$ cat config.mk
export PLATFORM = sky130hd
export DESIGN_NAME = switch_debounce_bank_flat
export DESIGN_NICKNAME = d
export VERILOG_FILES = /design/src/rtl/debounce_pkg.sv /design/src/rtl/switch_debounce_bank_if.sv /design/src/rtl/debounce_filter.sv /design/src/rtl/switch_debounce_bank.sv /design/src/flat_wrapper.sv
export SDC_FILE = /design/constraint.sdc
export NUM_CORES = 1
export LEC_CHECK = 0
export ABC_CLOCK_PERIOD_IN_PS = 3600
export CAP_MARGIN = 0
export CELL_PAD_IN_SITES_DETAIL_PLACEMENT = 1
export CELL_PAD_IN_SITES_GLOBAL_PLACEMENT = 2
export CORE_ASPECT_RATIO = 0.6
export CORE_UTILIZATION = 40
export DETAILED_ROUTE_END_ITERATION = 8
export DONT_BUFFER_PORTS = 1
export GPL_TIMING_DRIVEN = 0
export HOLD_SLACK_MARGIN = 0.03
export PLACE_DENSITY_LB_ADDON = 0.2
export SYNTH_ARGS = -nofsm -noshare
export SYNTH_HDL_FRONTEND = slang
export SYNTH_HIERARCHICAL = 1
export SYNTH_SLANG_ARGS = --single-unit
$ cat constraint.sdc
create_clock -name i_Clk -period 3.6 [get_ports i_Clk]
set_input_delay 1.08 -clock i_Clk [delete_from_list [all_inputs] [get_ports i_Clk]]
set_output_delay 1.08 -clock i_Clk [all_outputs]
set_load 0.05 [all_outputs]
$ cat src/rtl/debounce_pkg.sv
// rtl/debounce_pkg.sv - timing constants shared by the switch debounce bank
package debounce_pkg;

    localparam int CLK_HZ        = 25_000_000;
    localparam int DEBOUNCE_MS   = 10;
    localparam int DEFAULT_LIMIT = CLK_HZ / 1000 * DEBOUNCE_MS;

endpackage

$ cat src/rtl/switch_debounce_bank_if.sv
// rtl/switch_debounce_bank_if.sv - raw switch inputs and filtered switch outputs
interface switch_debounce_bank_if #(
    parameter int NUM_SW = 4
);

    logic [NUM_SW-1:0] sw;
    logic [NUM_SW-1:0] debounced;
    logic [NUM_SW-1:0] rise;
    logic [NUM_SW-1:0] fall;
    logic [NUM_SW-1:0] toggle;

    modport master (
        output sw,
        input  debounced,
        input  rise,
        input  fall,
        input  toggle
    );

    modport slave (
        input  sw,
        output debounced,
        output rise,
        output fall,
        output toggle
    );

endinterface

$ cat src/rtl/debounce_filter.sv
// rtl/debounce_filter.sv - one switch channel: synchroniser, stability counter, edge and toggle flops
module debounce_filter #(
    parameter int DEBOUNCE_LIMIT = 4
) (
    input  logic i_Clk,
    input  logic i_Rst,
    input  logic i_Switch,
    output logic o_Debounced,
    output logic o_Rise,
    output logic o_Fall,
    output logic o_Toggle
);

    localparam int              CNT_W    = $clog2(DEBOUNCE_LIMIT + 1);
    localparam logic [CNT_W-1:0] CNT_LAST = CNT_W'(DEBOUNCE_LIMIT - 1);

    logic             sync1_q, sync2_q;
    logic [CNT_W-1:0] cnt_q, cnt_d;
    logic             stb_q, stb_d;
    logic             rise_q, rise_d;
    logic             fall_q, fall_d;
    logic             tog_q, tog_d;

    always_comb begin
        cnt_d  = '0;
        stb_d  = stb_q;
        rise_d = 1'b0;
        fall_d = 1'b0;
        tog_d  = tog_q;
        // A mismatch must persist for DEBOUNCE_LIMIT consecutive cycles to be accepted.
        if (sync2_q != stb_q) begin
            if (cnt_q == CNT_LAST) begin
                stb_d  = sync2_q;
                rise_d = sync2_q;
                fall_d = ~sync2_q;
                if (sync2_q) begin
                    tog_d = ~tog_q;
                end
            end else begin
                cnt_d = cnt_q + CNT_W'(1);
            end
        end
    end

    always_ff @(posedge i_Clk) begin
        if (i_Rst) begin
            sync1_q <= 1'b0;
            sync2_q <= 1'b0;
            cnt_q   <= '0;
            stb_q   <= 1'b0;
            rise_q  <= 1'b0;
            fall_q  <= 1'b0;
            tog_q   <= 1'b0;
        end else begin
            sync1_q <= i_Switch;
            sync2_q <= sync1_q;
            cnt_q   <= cnt_d;
            stb_q   <= stb_d;
            rise_q  <= rise_d;
            fall_q  <= fall_d;
            tog_q   <= tog_d;
        end
    end

    assign o_Debounced = stb_q;
    assign o_Rise      = rise_q;
    assign o_Fall      = fall_q;
    assign o_Toggle    = tog_q;

endmodule

$ cat src/rtl/switch_debounce_bank.sv
// rtl/switch_debounce_bank.sv - bank of independent debounce channels for the board push-switches
module switch_debounce_bank
    import debounce_pkg::*;
#(
    parameter int NUM_SW         = 4,
    parameter int DEBOUNCE_LIMIT = DEFAULT_LIMIT
) (
    input  logic                  i_Clk,
    input  logic                  i_Rst,
    switch_debounce_bank_if.slave sw_if
);

    for (genvar n = 0; n < NUM_SW; n++) begin : g_ch
        debounce_filter #(
            .DEBOUNCE_LIMIT(DEBOUNCE_LIMIT)
        ) u_filter (
            .i_Clk      (i_Clk),
            .i_Rst      (i_Rst),
            .i_Switch   (sw_if.sw[n]),
            .o_Debounced(sw_if.debounced[n]),
            .o_Rise     (sw_if.rise[n]),
            .o_Fall     (sw_if.fall[n]),
            .o_Toggle   (sw_if.toggle[n])
        );
    end

endmodule

$ cat src/flat_wrapper.sv
// flat-port wrapper written by rule: the top's interface ports become plain ports
module switch_debounce_bank_flat import debounce_pkg::*;
#(
    parameter int NUM_SW         = 4,
    parameter int DEBOUNCE_LIMIT = DEFAULT_LIMIT
)
  (i_Clk, i_Rst, sw_if_sw, sw_if_debounced, sw_if_rise, sw_if_fall, sw_if_toggle);
  switch_debounce_bank_if #(.NUM_SW(NUM_SW)) sw_if_i ();
  input  logic i_Clk;
  input  logic i_Rst;
  input wire logic [$bits(sw_if_i.sw)-1:0] sw_if_sw;
  output wire logic [$bits(sw_if_i.debounced)-1:0] sw_if_debounced;
  output wire logic [$bits(sw_if_i.rise)-1:0] sw_if_rise;
  output wire logic [$bits(sw_if_i.fall)-1:0] sw_if_fall;
  output wire logic [$bits(sw_if_i.toggle)-1:0] sw_if_toggle;
  assign sw_if_i.sw = sw_if_sw;
  assign sw_if_debounced = sw_if_i.debounced;
  assign sw_if_rise = sw_if_i.rise;
  assign sw_if_fall = sw_if_i.fall;
  assign sw_if_toggle = sw_if_i.toggle;
  switch_debounce_bank #(.NUM_SW(NUM_SW), .DEBOUNCE_LIMIT(DEBOUNCE_LIMIT)) u_core (.i_Clk(i_Clk), .i_Rst(i_Rst), .sw_if(sw_if_i));
endmodule
Yosys cells after proc, flatten, opt, wreduce, memory -nomap -nowiden

Index checks and enable logic that the tools add are counted.

Register bits: 96
Bits in latches: 0
Bits in writable memories: 0
ROM bits: 0
Input bits: 6
Memories: 0

Add/subtract/negate cells: 4
$mul: 0
Div/mod/pow operators: 0
Magnitude comparators: 0
Equal/unequal tests: 8
Shift-type cells: 0
Muxes and demuxes: 0
Bitwise operators: 16
Reduce and logical (&&, ||, !) cells: 16

Operator list:

| operator                                      | number |
|---|---|
| adder 18 x 1 -> 18 bit, second input constant | 4 |
| equality test 18 bit, second input constant   | 4 |
| OR reduction 3 bit                            | 8 |
| NOT 1 bit                                     | 16 |
| AND reduction 3 bit                           | 4 |
| AND reduction 2 bit                           | 4 |
| inequality test 1 bit                         | 4 |

Logic depth before layout (Yosys ltp)

Word-level depth: 3
Mapped depth: 7
Mapped depth without buffers: 5

Hierarchy

Netlist, hierarchy kept.

By module, submodules not included:

| module          | instances | cells an instance | area each (um2) |
|---|---|---|---|
| debounce_filter | 4         | 124               | 1134.8 |

Least setup slack after synthesis

Ideal clock, no wire load.

Path type: reg2reg
From: register u_core.g_ch[0].u_filter.cnt_q[6]
To: register u_core.g_ch[0].u_filter.tog_q
Arrival time: 1817 ps
Required time: 3477 ps
Setup slack: 1660 ps
Stages on the path, launching flop included: 6
Path buffers: 1
Clock period less this slack: 1940 ps
Cells stage by stage: dfxtp_1 -> buf_6 -> or4b_1 -> or4_4 -> nor3_1 -> mux2_1

Cells in the longest elaborated chain, start to end: 2

Ends and longest elaborated chain:

| item                          | line                  | RTL |
|---|---|---|
| from (decl)                   | debounce_filter.sv:18 | `logic [CNT_W-1:0] cnt_q, cnt_d;` |
| from (signal assigned)        | debounce_filter.sv:57 | `cnt_q <= cnt_d;` |
| equality test 18 bit          | debounce_filter.sv:32 | `if (cnt_q == CNT_LAST) begin` |
| AND reduction 3 bit (no line) | --                    |  |
| to (signal assigned)          | debounce_filter.sv:61 | `tog_q <= tog_d;` |
| to (decl)                     | debounce_filter.sv:22 | `logic tog_q, tog_d;` |

No other way between the ends.
A chain may end at the register's enable or synchronous reset.

Worst setup path in the final report

From: register u_core.g_ch[3].u_filter.cnt_q[0]
To: register u_core.g_ch[3].u_filter.tog_q

Cells in the longest elaborated chain, start to end: 2

Ends and longest elaborated chain:

| item                          | line |
|---|---|
| from (decl)                   | debounce_filter.sv:18 |
| from (signal assigned)        | debounce_filter.sv:57 |
| equality test 18 bit          | debounce_filter.sv:32 |
| AND reduction 3 bit (no line) | -- |
| to (signal assigned)          | debounce_filter.sv:61 |
| to (decl)                     | debounce_filter.sv:22 |

No other way between the ends.

==> results.cfg <==
[finish]
design_area_mm2 = 0.005032
diodes = 0
area_growth_pct = 10.86
fillCellCount = 1269
stdcell_count = 651
seq_area_mm2 = 0.001922
multi_input_area_mm2 = 0.002422
nNetsFinal = 521
final_cell_mix = 96 x dfxtp_1, 80 x nor2_1, 36 x nand4_1, 36 x xor2_1, 32 x nand3_1
drive_gt1_share_pct = 7.617
layout_commonest_cell = dfxtp_1

[placement]
dp.cells = 635
hpwl_um = 7415
port_buffers = 0
globalplace.congestion = 0.7388
preCtsSetupSlack_ps = 1206
placed_area_mm2 = 0.004713

[clock_tree]
clk_path_buf_depth = 2
cts_tree = done
clk_latency_ps = 350
cts.repair.resized = 0
hold_buffers = 0
clkTransAtPathRegs_ps = 70
cts_buffers = 9
cts_sinks = 96
post-cts-setup-buffers = 0
clock-root-buffer = clkbuf_16
htreeDepth = 3

[flow_run]
drv_cap = 0

[critical_path]
cp.arrival_ps = 2610
critPathMaxFanout = 9
crit_family = simple AND/OR/NAND/NOR gates
worst-r2r-cell-count = 6
cp_num_buf_inv = 1
critPathRequiredTime_ps = 3830
r2r_end = u_core/g_ch[3].u_filter/o_Toggle
r2r_slack_ps = 1220
start_kind = flip-flop
crit-reg2reg-launch = u_core/g_ch[3].u_filter/cnt_q[0]
slowest_stage = nor4bb_1
path_class = flip-flop to flip-flop
cpPeakStageDelay_ps = 440
crit_path_end_kind = flip-flop
path_cells = ha_1, clkbuf_1, nor4bb_1, nand3_1, nor3_1, mux2_1

[detailed_routing]
postRouteAntennaNets = 0
viasPerCell = 5.427
drt_wl_total_um = 10060
drc_errors = 0
dr_total_vias = 3533
wl_per_cell_um = 15.46
first_pass_iters = 4
drt_iter0_drc = 137

[hold_path]
min-delay-start = u_core/g_ch[1].u_filter/sync1_q
hold_class = flip-flop to flip-flop
whs_path_depth = 1
whs_endpoint = u_core/g_ch[1].u_filter/sync2_q

[global_routing]
grtUsageTotal_pct = 18.06
grt_pass1_vias = 3456
grt_antenna_before_repair = 0
grt_pass1_wl_um = 16840
grt_max_degree = 29
overflow = 0

[floorplanning]
pin_count = 22
rows = 29
coreArea_mm2 = 0.01081
die-area_mm2 = 0.01179
die_x_um = 139.5
die_y_um = 84.52
initial_core_util_pct = 41.98

[logic_synthesis]
syn_inst = 496
ys_seq_area_share_pct = 42.34
synth_cell_types = 30
synth_nets = 510
synth_top_cell_area_share_pct = 42.34
synthesis.area_mm2 = 0.004539
ys_top_cells_by_area = dfxtp_1 42%, xor2_1 6.9%, nor2_1 6.6%
syn_avg_cell_area_um2 = 9.152
ys_ff_latch = 96
yosysTopAreaCell = dfxtp_1
yosysWarnings = 6

[sta]
worst_slack_ps = 1224
finalSetupViolCount = 0
fin_skew_ps = 4.433
setup_tns_ps = 0
fmax_mhz = 420.8
rsz0062_at_grt = false
period_needed_ps = 2376
min_period_over_period_pct = 66.00
hold_viol_final = 0
max-slew-margin-rel_pct = 61.89
maxSlewViolCount = 0
worstMarginPinSlew_ps = 570.9

[pwr]
vdd_ir_drop_max_v = 0.0002862
p_total_w = 0.002127
p_leak_nw = 1.506
powerDensity_mw_per_mm2 = 422.7

[outcome]
status = complete, no violations
## per-stage QoR
stage | utilization, % | hold WS [ps]
5_1_grt | 46.54 | 447.4
6_report | 46.54 | 438.8
3_5_place_dp | 43.59 | 423.9
4_1_cts | 46.54 | 440.2
2_1_floorplan | - | 413.8
3_3_place_gp | 43.59 | 420.5
## synthesized netlist by cell type
master and count:
dfxtp_1 96, nor2_1 80, nand4_1 36, xor2_1 36
nand3_1 32, nand2_1 24, xnor2_1 24, nor4_1 20
clkbuf_1 16, nor3_1 16, inv_1 12, nor2b_1 12
and2_1 8, and4_1 8, buf_6 8, ha_1 8
nand2b_1 8, a21oi_1 4, and3_1 4, and4_2 4
and4b_1 4, mux2_1 4, mux2i_1 4, nand4bb_4 4
nor4bb_1 4, o21ai_4 4, o31ai_1 4, or4_1 4
or4_4 4, or4b_1 4
## layer usage
metal  vias to the layer above  share of wire, %  GRT usage [%]  wire, um
li1                       1768                 -              -         -
met1                      1718                54          24.93      5396
met2                        37                42          27.23      4192
met3                        10               3.7          5.134       369
met4                         0               1.1          5.694       106
met5                         -                 0              0         0
## power by group
part | internal, W | switching [W]
Combinational | 0.0000105 | 0.0000129
Sequential | 0.00107 | 0.00000399
Clock | 0.000613 | 0.000420
Total | 0.00169 | 0.000437
## cells by family after synthesis
family | count (synthesis) | share of synthesized area [%]
flip-flops | 96 | 42.34
buffers and inverters | 36 | 4.300
AND/OR/NAND/NOR | 276 | 35.17
XOR/XNOR | 60 | 11.58
AO/OA/AOI/OAI | 12 | 2.536
multiplexers | 8 | 1.874
adder cells (fa/ha/maj) | 8 | 2.205
## worst max-delay path by stage
stage | depth (start not counted) | start | to
finish | 6 | u_core/g_ch[3].u_filter/cnt_q[0] | u_core/g_ch[3].u_filter/o_Toggle
global route | 7 | u_core/g_ch[1].u_filter/cnt_q[0] | u_core/g_ch[1].u_filter/cnt_q[6]
CTS | 6 | u_core/g_ch[1].u_filter/cnt_q[0] | u_core/g_ch[1].u_filter/o_Toggle
detailed placement | 7 | u_core/g_ch[1].u_filter/cnt_q[0] | u_core/g_ch[1].u_filter/cnt_q[6]
global placement | 6 | u_core/g_ch[1].u_filter/cnt_q[0] | u_core/g_ch[1].u_filter/o_Toggle
floorplan | 5 | u_core/g_ch[0].u_filter/cnt_q[6] | u_core/g_ch[0].u_filter/o_Toggle
## state kept, by name (all words and copies together) (netlist names)
register,flops
u_core/g_ch.u_filter/o_Rise,4
u_core/g_ch.u_filter/o_Debounced,4
u_core/g_ch.u_filter/o_Toggle,4
u_core/g_ch.u_filter/o_Fall,4
u_core/g_ch.u_filter/cnt_q,72
u_core/g_ch.u_filter/sync2_q,4
u_core/g_ch.u_filter/sync1_q,4
## final cells by class
cell class / count / share of cell area (%)
Multi-Input combinational cell: 364 / 48.14
Clock buffer: 10 / 4.550
Sequential cell: 96 / 38.19
Tap cell: 139 / 3.456
Buffer: 24 / 2.984
Inverter: 12 / 0.8951
Clock inverter: 6 / 1.790
No activity file was read; power rests on OpenSTA's default activity.
